$ cat src/rtl/imem_loader.sv
`default_nettype none
// ============================================================================
// Module      : imem_loader
// Description : Boot-time instruction-memory writer. Accepts a byte stream
//               over a valid/ready handshake, packs bytes into 32-bit words,
//               writes them at sequential word addresses starting from 0,
//               verifies a trailing XOR checksum byte and holds the processor
//               in reset until a load completes cleanly.
//
// Ports:
//   i_clk_w          clock, rising edge
//   i_rst_w          synchronous active-high reset
//   i_start_w        one-cycle pulse beginning a load session
//   i_word_count_w   number of words to load, sampled on i_start_w
//   i_byte_valid_w   stream byte valid
//   i_byte_w         stream byte
//   o_byte_ready_w   loader can accept a byte
//   o_we_w           instruction-memory write enable (one-cycle pulse)
//   o_waddr_w        word address of the write
//   o_wdata_w        word to write
//   o_cpu_rst_w      processor reset hold
//   o_busy_w         load in progress
//   o_done_w         last load succeeded (sticky until next start)
//   o_err_w          last load failed (sticky until next start)
//
// Revision    : 1.0 - initial release
// ============================================================================
module imem_loader #(
    parameter int ADDR_W     = 6,
    parameter bit BIG_ENDIAN = 1'b1,
    parameter int TIMEOUT    = 1024
) (
    input  logic              i_clk_w,
    input  logic              i_rst_w,
    input  logic              i_start_w,
    input  logic [ADDR_W:0]   i_word_count_w,
    input  logic              i_byte_valid_w,
    input  logic [7:0]        i_byte_w,
    output logic              o_byte_ready_w,
    output logic              o_we_w,
    output logic [ADDR_W-1:0] o_waddr_w,
    output logic [31:0]       o_wdata_w,
    output logic              o_cpu_rst_w,
    output logic              o_busy_w,
    output logic              o_done_w,
    output logic              o_err_w
);

    // ------------------------------------------------------------------------
    // Constants
    // ------------------------------------------------------------------------
    localparam int c_cnt_w = ADDR_W + 1;
    localparam int c_tmo_w = $clog2(TIMEOUT + 1);

    // Largest legal word count: exactly fills the memory.
    localparam logic [c_cnt_w-1:0] c_max_words = {1'b1, {ADDR_W{1'b0}}};
    localparam logic [c_tmo_w-1:0] c_timeout   = c_tmo_w'(TIMEOUT);

    // ------------------------------------------------------------------------
    // State encoding
    // ------------------------------------------------------------------------
    typedef enum logic [2:0] {
        S_IDLE  = 3'd0,
        S_LOAD  = 3'd1,
        S_CSUM  = 3'd2,
        S_DONE  = 3'd3,
        S_ERROR = 3'd4
    } state_t;

    state_t r_state;
    state_t w_state_nxt;

    // ------------------------------------------------------------------------
    // Datapath registers
    // ------------------------------------------------------------------------
    logic [c_cnt_w-1:0] r_count;     // words requested for this session
    logic [c_cnt_w-1:0] r_word_cnt;  // words completed so far
    logic [1:0]         r_byte_idx;  // position of next byte inside the word
    logic [7:0]         r_csum;      // running XOR of all data bytes
    logic [c_tmo_w-1:0] r_tmo;       // idle cycles since the last accepted byte
    logic [31:0]        r_shift;     // word assembly register
    logic               r_we;
    logic [ADDR_W-1:0]  r_waddr;
    logic [31:0]        r_wdata;

    // ------------------------------------------------------------------------
    // Combinational helpers
    // ------------------------------------------------------------------------
    logic               w_ready;
    logic               w_accept;
    logic               w_can_start;
    logic               w_count_bad;
    logic               w_last_byte;
    logic               w_last_word;
    logic               w_tmo_hit;
    logic [c_cnt_w-1:0] w_word_cnt_inc;
    logic [c_tmo_w-1:0] w_tmo_inc;
    logic [31:0]        w_word_next;

    assign w_ready        = (r_state == S_LOAD) || (r_state == S_CSUM);
    assign w_accept       = i_byte_valid_w && w_ready;
    assign w_can_start    = i_start_w &&
                            ((r_state == S_IDLE) || (r_state == S_DONE) ||
                             (r_state == S_ERROR));
    assign w_count_bad    = (i_word_count_w == '0) ||
                            (i_word_count_w > c_max_words);
    assign w_last_byte    = (r_byte_idx == 2'd3);
    assign w_word_cnt_inc = r_word_cnt + c_cnt_w'(1);
    assign w_last_word    = (w_word_cnt_inc == r_count);
    assign w_tmo_inc      = r_tmo + c_tmo_w'(1);
    // Fires on the idle cycle that would bring the counter up to TIMEOUT.
    assign w_tmo_hit      = !w_accept && (w_tmo_inc == c_timeout);

    // Byte placement: big-endian shifts new bytes in at the bottom so the
    // first byte ends up in [31:24]; little-endian shifts in at the top so the
    // first byte ends up in [7:0].
    generate
        if (BIG_ENDIAN) begin : g_big_endian
            assign w_word_next = {r_shift[23:0], i_byte_w};
        end else begin : g_little_endian
            assign w_word_next = {i_byte_w, r_shift[31:8]};
        end
    endgenerate

    // ------------------------------------------------------------------------
    // State register
    // ------------------------------------------------------------------------
    always_ff @(posedge i_clk_w) begin
        if (i_rst_w) begin
            r_state <= S_IDLE;
        end else begin
            r_state <= w_state_nxt;
        end
    end

    // ------------------------------------------------------------------------
    // Next-state logic
    // ------------------------------------------------------------------------
    always_comb begin
        w_state_nxt = r_state;
        case (r_state)
            S_IDLE, S_DONE, S_ERROR: begin
                if (i_start_w) begin
                    w_state_nxt = w_count_bad ? S_ERROR : S_LOAD;
                end
            end
            S_LOAD: begin
                if (w_accept) begin
                    if (w_last_byte && w_last_word) begin
                        w_state_nxt = S_CSUM;
                    end
                end else if (w_tmo_hit) begin
                    w_state_nxt = S_ERROR;
                end
            end
            S_CSUM: begin
                if (w_accept) begin
                    w_state_nxt = (i_byte_w == r_csum) ? S_DONE : S_ERROR;
                end else if (w_tmo_hit) begin
                    w_state_nxt = S_ERROR;
                end
            end
            default: begin
                w_state_nxt = S_IDLE;
            end
        endcase
    end

    // ------------------------------------------------------------------------
    // Datapath: word assembly, checksum, counters and the write port
    // ------------------------------------------------------------------------
    always_ff @(posedge i_clk_w) begin
        if (i_rst_w) begin
            r_count    <= '0;
            r_word_cnt <= '0;
            r_byte_idx <= 2'd0;
            r_csum     <= 8'h00;
            r_tmo      <= '0;
            r_shift    <= 32'h0;
            r_we       <= 1'b0;
            r_waddr    <= '0;
            r_wdata    <= 32'h0;
        end else begin
            // Write enable is a single-cycle pulse.
            r_we <= 1'b0;

            if (w_can_start) begin
                r_count    <= i_word_count_w;
                r_word_cnt <= '0;
                r_byte_idx <= 2'd0;
                r_csum     <= 8'h00;
                r_tmo      <= '0;
                r_shift    <= 32'h0;
            end else if (w_ready) begin
                if (w_accept) begin
                    r_tmo <= '0;
                    // The checksum byte itself is only compared, never folded
                    // into the running XOR or the word register.
                    if (r_state == S_LOAD) begin
                        r_csum     <= r_csum ^ i_byte_w;
                        r_shift    <= w_word_next;
                        r_byte_idx <= r_byte_idx + 2'd1;
                        if (w_last_byte) begin
                            r_we       <= 1'b1;
                            r_wdata    <= w_word_next;
                            r_waddr    <= r_word_cnt[ADDR_W-1:0];
                            r_word_cnt <= w_word_cnt_inc;
                        end
                    end
                end else begin
                    r_tmo <= w_tmo_inc;
                end
            end
        end
    end

    // ------------------------------------------------------------------------
    // Outputs
    // ------------------------------------------------------------------------
    // Status flags derive directly from the state so they are sticky until the
    // next accepted start and return to reset values with the state register.
    assign o_byte_ready_w = w_ready;
    assign o_we_w         = r_we;
    assign o_waddr_w      = r_waddr;
    assign o_wdata_w      = r_wdata;
    assign o_busy_w       = w_ready;
    assign o_done_w       = (r_state == S_DONE);
    assign o_err_w        = (r_state == S_ERROR);
    assign o_cpu_rst_w    = (r_state != S_DONE);

endmodule
`default_nettype wire

$ cat config.mk
export PLATFORM = sky130hd
export DESIGN_NAME = imem_loader
export DESIGN_NICKNAME = d
export VERILOG_FILES = /design/src/rtl/imem_loader.sv
export SDC_FILE = /design/constraint.sdc
export NUM_CORES = 1
export LEC_CHECK = 0
export ABC_CLOCK_PERIOD_IN_PS = 2300
export BUFFER_PORTS_ARGS = -buffer_cell sky130_fd_sc_hd__buf_2
export CAP_MARGIN = 20
export CORE_MARGIN = 2
export CORE_UTILIZATION = 57
export CTS_CLUSTER_SIZE = 14
export DETAILED_ROUTE_END_ITERATION = 6
export PLACE_DENSITY = 0.8
export SETUP_SLACK_MARGIN = 0.3
export SYNTH_ARGS = -nofsm -noshare
export SYNTH_HDL_FRONTEND = slang
export SYNTH_SLANG_ARGS = --single-unit
export TNS_END_PERCENT = 1
$ cat constraint.sdc
create_clock -name i_clk_w -period 2.3 [get_ports i_clk_w]
set_input_delay 0.115 -clock i_clk_w [delete_from_list [all_inputs] [get_ports i_clk_w]]
set_output_delay 0.115 -clock i_clk_w [all_outputs]
set_load 0.05 [all_outputs]
==> results of run 1 <==
[cells by family after synthesis]
family / count (synthesis) / share of synthesized area, %
and+or+nand+nor: 253 / 25.72
AOI/OAI and AO/OA: 121 / 15.53
DFF: 101 / 44.98
buffers and inverters: 50 / 5.065
xor gates and xnor gates: 35 / 7.153
adders and majority gates: 4 / 1.113
muxes: 2 / 0.4453
[per-layer routing]
layer | wire (µm) | vias to the layer above | track usage, %
li1 | - | 1999 | -
met1 | 4675 | 1905 | 32.72
met2 | 4861 | 107 | 40.58
met3 | 419 | 19 | 4.312
met4 | 147 | 0 | 6.985
met5 | 0 | - | 0
[sequential cells by signal, summed over array words and instances, names as in the netlist]
| signal | flops |
|---|---|
| r_word_cnt | 7 |
| r_tmo | 11 |
| o_waddr_w | 6 |
| r_byte_idx | 2 |
| r_count | 7 |
| r_state | 3 |
| o_we_w | 1 |
| o_wdata_w | 32 |
| r_csum | 8 |
| r_shift | 24 |
[power by group]
part	internal, W	switching [W]
Clock	0.000420	0.000666
Combinational	0.0000966	0.000165
Sequential	0.00177	0.0000247
[stage by stage]
stage,cells,power (W),hold slack [ns]
after floorplan,566,0.002011,0.2510
after global placement,703,0.002075,0.3784
after detailed placement,703,0.002083,0.3880
after CTS,723,0.003142,0.0005379
after global routing,723,0.003259,0.01307
final,723,0.003141,0.01273
[repair_timing]
item | in CTS | in global routing
pin swaps | 0 | 0
hold buffers | 4 | 0
resized for setup | 7 | 7
endpoints found under the hold margin | 4 | 0
setup buffers | 0 | 0
gates cloned | 0 | 0
setup endpoints to repair | 7 | 33
[synth_stat cells (3+ instances only)]
cell type | count | share of area [%]
nand2_1 | 155 | 13
dfxtp_1 | 101 | 45
a21oi_1 | 83 | 9.2
nor2_1 | 35 | 2.9
xnor2_1 | 20 | 3.9
clkbuf_1 | 19 | 1.6
buf_2 | 15 | 1.7
o21ai_0 | 14 | 1.6
xor2_1 | 14 | 2.7
nand3_1 | 10 | 1.1
inv_1 | 9 | 0.75
nand4_1 | 9 | 1.3
nand3b_1 | 6 | 1.0
nor3_1 | 6 | 0.67
a31oi_1 | 5 | 0.70
buf_4 | 5 | 0.84
or3_1 | 5 | 0.70
ha_1 | 4 | 1.1
nand2b_1 | 4 | 0.56
nor4_1 | 4 | 0.56
and3_1 | 3 | 0.42
or2_2 | 3 | 0.42
[critical path, stage by stage (launching register included)]
cell and delay, ns:
dfxtp_2 0.47, xnor2_1 0.19, or2_2 0.40, inv_1 0.18, clkbuf_4 0.26
[cell type report]
| cell class | instances | area share, % |
|---|---|---|
| Clock buffer | 9 | 2.411 |
| Clock inverter | 7 | 1.290 |
| Inverter | 9 | 0.7305 |
| Multi-Input combinational cell | 415 | 44.34 |
| Sequential cell | 101 | 39.47 |
| Tap cell | 102 | 2.484 |
| Timing Repair Buffer | 80 | 9.277 |
[worst paths after layout]
kind,slack (ns),endpoint,from,depth (start not counted)
max,0.32,o_byte_ready_w,r_state[0]$_SDFFE_PP0P_,4
min,0.01,r_count[2]$_SDFFE_PP0P_,i_word_count_w[2],3
max reg2reg,0.32,r_state[2]$_SDFFE_PP0P_,r_word_cnt[4]$_SDFFE_PP0P_,6
min reg2reg,0.45,o_wdata_w[28]$_SDFFE_PP0P_,r_shift[20]$_SDFFE_PP0P_,2
==> flow_metrics.env, run 1 <==
export IMPL_status="finished, final reports clean"
export IMPL_grt_pass1_vias=3741
export IMPL_grt_overflow=0
export IMPL_vias=4030
export IMPL_synth_edf_count=0
export IMPL_syn_nets=589
export IMPL_critPathMaxFanout=11
export IMPL_maxCapViolCount=0
export IMPL_grt_pass1_wl_um=17170
export IMPL_yosysSeqAreaShare_pct=44.98
export IMPL_slew_headroom_pct=67.11
export IMPL_yosys_register_bits=101
export IMPL_cts_tree="done"
export IMPL_fin_crit_ns=1.980
export IMPL_syn_cell_area_um2=4496
export IMPL_startpoint_type="flop"
export IMPL_placed_area_um2=4861
export IMPL_port_buffers=62
export IMPL_setup_tns_final_ns=0
export IMPL_power_density_nw_per_um2=611.2
export IMPL_fmax_ghz=0.5051
export IMPL_synth_main_ff_cell="dfxtp_1"
export IMPL_finalClockSkew_ns=0.01506
export IMPL_grt_usage_pct=24.44
export IMPL_fin_nets=639
export IMPL_grt_max_degree=48
export IMPL_fp_row_count=32
export IMPL_h_tree_depth=3
export IMPL_wl_per_cell_um=13.97
export IMPL_synthDistinctLibCells=52
export IMPL_area_growth_pct=14.31
export IMPL_path_class="reg -> out"
export IMPL_setup_viol=0
export IMPL_worst_setup_hold_path_clk_slew_ns=0.10
export IMPL_drv_slew=0
export IMPL_cp_end_kind="primary output"
export IMPL_route_detailed_drc=0
export IMPL_pin_count=63
export IMPL_final_antenna_net_count=0
export IMPL_fin_util_pct=66.85
export IMPL_clock_sinks=101
export IMPL_antenna_found_initial=0
export IMPL_final_hold_violation_count=0
export IMPL_p_leak_nw=1.883
export IMPL_die_x_um=92.81
export IMPL_tightest_slew_ns=0.4934
export IMPL_fin_ws_ns=0.3203
export IMPL_drt_wl_total_um=10100
export IMPL_multiInputGateArea_um2=2278
export IMPL_final_common_cell="nand2_1"
export IMPL_die_h_um=92.81
export IMPL_diodes=0
export IMPL_dp_hpwl_um=6981
export IMPL_fin_crit_sh_pct=86.07
export IMPL_drive_above_1_share_pct=18.52
export IMPL_final_design_area_no_fill_um2=5139
export IMPL_synthArstFlopShare_pct=0
export IMPL_yosysWarnings=0
export IMPL_routed_via_density=5.574
export IMPL_drt_initial_drc_count=202
export IMPL_initial_core_util_pct=58.48
export IMPL_final_cell_mix="155 x nand2_1, 96 x dfxtp_1, 83 x a21oi_1"
export IMPL_insertion_delay_ns=0.37
export IMPL_vdd_ir_drop_worst_mv=0.3654
export IMPL_dp_slack_ns=0.1994
export IMPL_gp_congestion=0.8931
export IMPL_avgSynthCellArea_um2=7.943
export IMPL_regArea_um2=2028
export IMPL_fp_coreArea_um2=7687
export IMPL_cp_data_required_time_ns=2.18
export IMPL_grt_setup_unrepaired="yes"
export IMPL_dr_pass1_iters=5
export IMPL_numCtsBuffers=9
export IMPL_die_area_um2=8614
export IMPL_fillers=666
export IMPL_synthCells=566
export IMPL_clk_path_buf_depth=2
export IMPL_cts_root_buf="clkbuf_8"
export IMPL_arrival_ns=1.86
export IMPL_hold_class="in -> reg"
(Power assumes the default switching activity.)
==> run 2, diff against run 1 <==
--- a/config.mk
+++ b/config.mk
@@ -12,7 +12,8 @@
 export CORE_UTILIZATION = 57
 export CTS_CLUSTER_SIZE = 14
 export DETAILED_ROUTE_END_ITERATION = 6
-export PLACE_DENSITY = 0.8
+export GPL_ROUTABILITY_DRIVEN = 0
+export PLACE_DENSITY = 0.79
 export SETUP_SLACK_MARGIN = 0.3
 export SYNTH_ARGS = -nofsm -noshare
 export SYNTH_HDL_FRONTEND = slang
==> run 2 against run 1 <==
Net effect: register-to-register slack improved by 0.02 ns; wire length rose by 2.9%; non-clock buffer count fell by 3; final area did not move; critical path depth rose by 2; worst setup slack improved by 0.016 ns; critical endpoint is now r_state[2]$_SDFFE_PP0P_.
==> flow_metrics.env, run 2 (synthesized netlist as in run 1, its figures left out) <==
export IMPL_area_growth_pct=14.31
export IMPL_cp_slowest_stage_delay_ns=0.47
export IMPL_tightest_slew_ns=0.5312
export IMPL_port_buffers=62
export IMPL_drt_initial_drc_count=250
export IMPL_final_common_cell="nand2_1"
export IMPL_path_class="reg -> reg"
export IMPL_setup_tns_final_ns=0
export IMPL_hold_class="in -> reg"
export IMPL_die_area_um2=8614
export IMPL_startpoint_type="flop"
export IMPL_place_inst=703
export IMPL_routed_via_density=5.600
export IMPL_fmax_ghz=0.5091
export IMPL_initial_core_util_pct=58.48
export IMPL_drv_slew=0
export IMPL_setup_viol=0
export IMPL_dr_pass1_iters=5
export IMPL_clk_path_buf_depth=2
export IMPL_fin_nets=636
export IMPL_fin_util_pct=66.85
export IMPL_final_cell_mix="153 x nand2_1, 90 x dfxtp_1, 83 x a21oi_1"
export IMPL_cts_root_buf="clkbuf_8"
export IMPL_arrival_ns=2.23
export IMPL_antenna_found_initial=0
export IMPL_final_antenna_net_count=0
export IMPL_grt_pass1_wl_um=16640
export IMPL_route_detailed_drc=0
export IMPL_worst_setup_hold_path_clk_slew_ns=0.10
export IMPL_drt_wl_total_um=10390
export IMPL_clock_sinks=101
export IMPL_h_tree_depth=3
export IMPL_placed_area_um2=4863
export IMPL_grt_usage_pct=23.84
export IMPL_crit_buf_inv=0
export IMPL_status="finished, final reports clean"
export IMPL_diodes=0
export IMPL_pin_count=63
export IMPL_wl_per_cell_um=14.43
export IMPL_crit_slowest_cell="dfxtp_1"
export IMPL_grt_max_degree=51
export IMPL_largest_register_ffs=32
export IMPL_numCtsBuffers=9
export IMPL_die_x_um=92.81
export IMPL_fin_crit_ns=1.964
export IMPL_critPathMaxFanout=7
export IMPL_insertion_delay_ns=0.37
export IMPL_cts_tree="done"
export IMPL_path_delay_family="compound AO/OA/AOI/OAI gates"
export IMPL_final_design_area_no_fill_um2=5139
export IMPL_finalClockSkew_ns=0.01695
export IMPL_maxCapViolCount=0
export IMPL_cp_end_kind="flop"
export IMPL_die_h_um=92.81
export IMPL_slew_headroom_pct=64.59
export IMPL_vdd_ir_drop_worst_mv=0.4116
export IMPL_fp_coreArea_um2=7687
export IMPL_path_cells="nand3_4 > o211a_1 > o31a_1 > o2111ai_2 > nand2_2 > a221oi_2"
export IMPL_power_density_nw_per_um2=609.4
export IMPL_dp_hpwl_um=7121
export IMPL_grt_pass1_vias=3654
export IMPL_final_hold_violation_count=0
export IMPL_final_cells=720
export IMPL_fp_row_count=32
export IMPL_p_leak_nw=1.870
export IMPL_drive_above_1_share_pct=20.39
export IMPL_grt_overflow=0
export IMPL_grt_setup_unrepaired="yes"
export IMPL_fin_crit_sh_pct=85.40
export IMPL_vias=4032
export IMPL_cp_data_required_time_ns=2.56
==> run 2: changes by cell type in the layout (fill, tap and decap cells not counted), moves of 2 or more <==
| cell | previous run | this run |
|---|---|---|
| buf_4 | 12 | 14 |
| dfxtp_1 | 96 | 90 |
| dlygate4sd3_1 | 4 | 0 |
| dfxtp_2 | 5 | 7 |
| dfxtp_4 | 0 | 4 |
| nand2_1 | 155 | 153 |
| clkinvlp_4 | 1 | 3 |
| nand2_2 | 0 | 2 |
==> run 2: area by class of cell <==
class | instances | area (µm²)
fillers | 636 | 2549
clock buffers | 9 | 123.9
flip-flops and latches | 101 | 2046
multi-input cells | 415 | 2298
clock inverters | 7 | 65.06
inverters | 9 | 37.54
repair buffers | 77 | 440.4
well taps | 102 | 127.6
==> run 2: path summary, 6_finish.rpt <==
check	to	start	slack [ns]	cells past startpoint
worst max-delay path	r_state[2]$_SDFFE_PP0P_	r_word_cnt[4]$_SDFFE_PP0P_	0.34	6
worst min-delay path	r_count[5]$_SDFFE_PP0P_	i_word_count_w[5]	0.005	3
worst max register to register	r_state[2]$_SDFFE_PP0P_	r_word_cnt[4]$_SDFFE_PP0P_	0.34	6
worst min register to register	o_waddr_w[2]$_SDFFE_PP0P_	o_waddr_w[2]$_SDFFE_PP0P_	0.46	2
==> run 2: metal layers <==
layer,global-route usage (%),wire length [µm],vias up,part of all wire (%)
li1,-,-,1991,-
met1,30.94,4624,1869,45
met2,40.10,4986,148,48
met3,3.824,582,24,5.6
met4,8.701,197,0,1.9
met5,0,0,-,0
==> run 2: worst register-to-register path, delay by kind of cell, from the launching register on <==
family             cells  cell delay, ns
and+or+nand+nor        2            0.27
AOI/OAI and AO/OA      4            1.12
DFF                    1            0.47
==> run 2: power breakdown <==
group	internal (W)	switching, W
sequential	0.00176	0.0000257
clock	0.000416	0.000661
combinational	0.0000945	0.000170
==> run 2: what timing repair did <==
item,in CTS,in global routing
resized for setup,7,19
gates cloned,0,0
hold buffers,0,0
pin swaps,0,3
endpoints found under the setup margin,4,5
setup buffers,0,1
endpoints found under the hold margin,0,0
==> run 2: stage by stage <==
step | power (W) | hold slack, ns | setup slack (ns)
6_report | 0.003132 | 0.005151 | 0.3359
5_1_grt | 0.003240 | 0.01889 | 0.2181
4_1_cts | 0.003136 | 0.004080 | 0.2658
3_5_place_dp | 0.002086 | 0.3932 | 0.1971
3_3_place_gp | 0.002076 | 0.3841 | 0.2893
2_1_floorplan | 0.002011 | 0.2510 | 0.3300
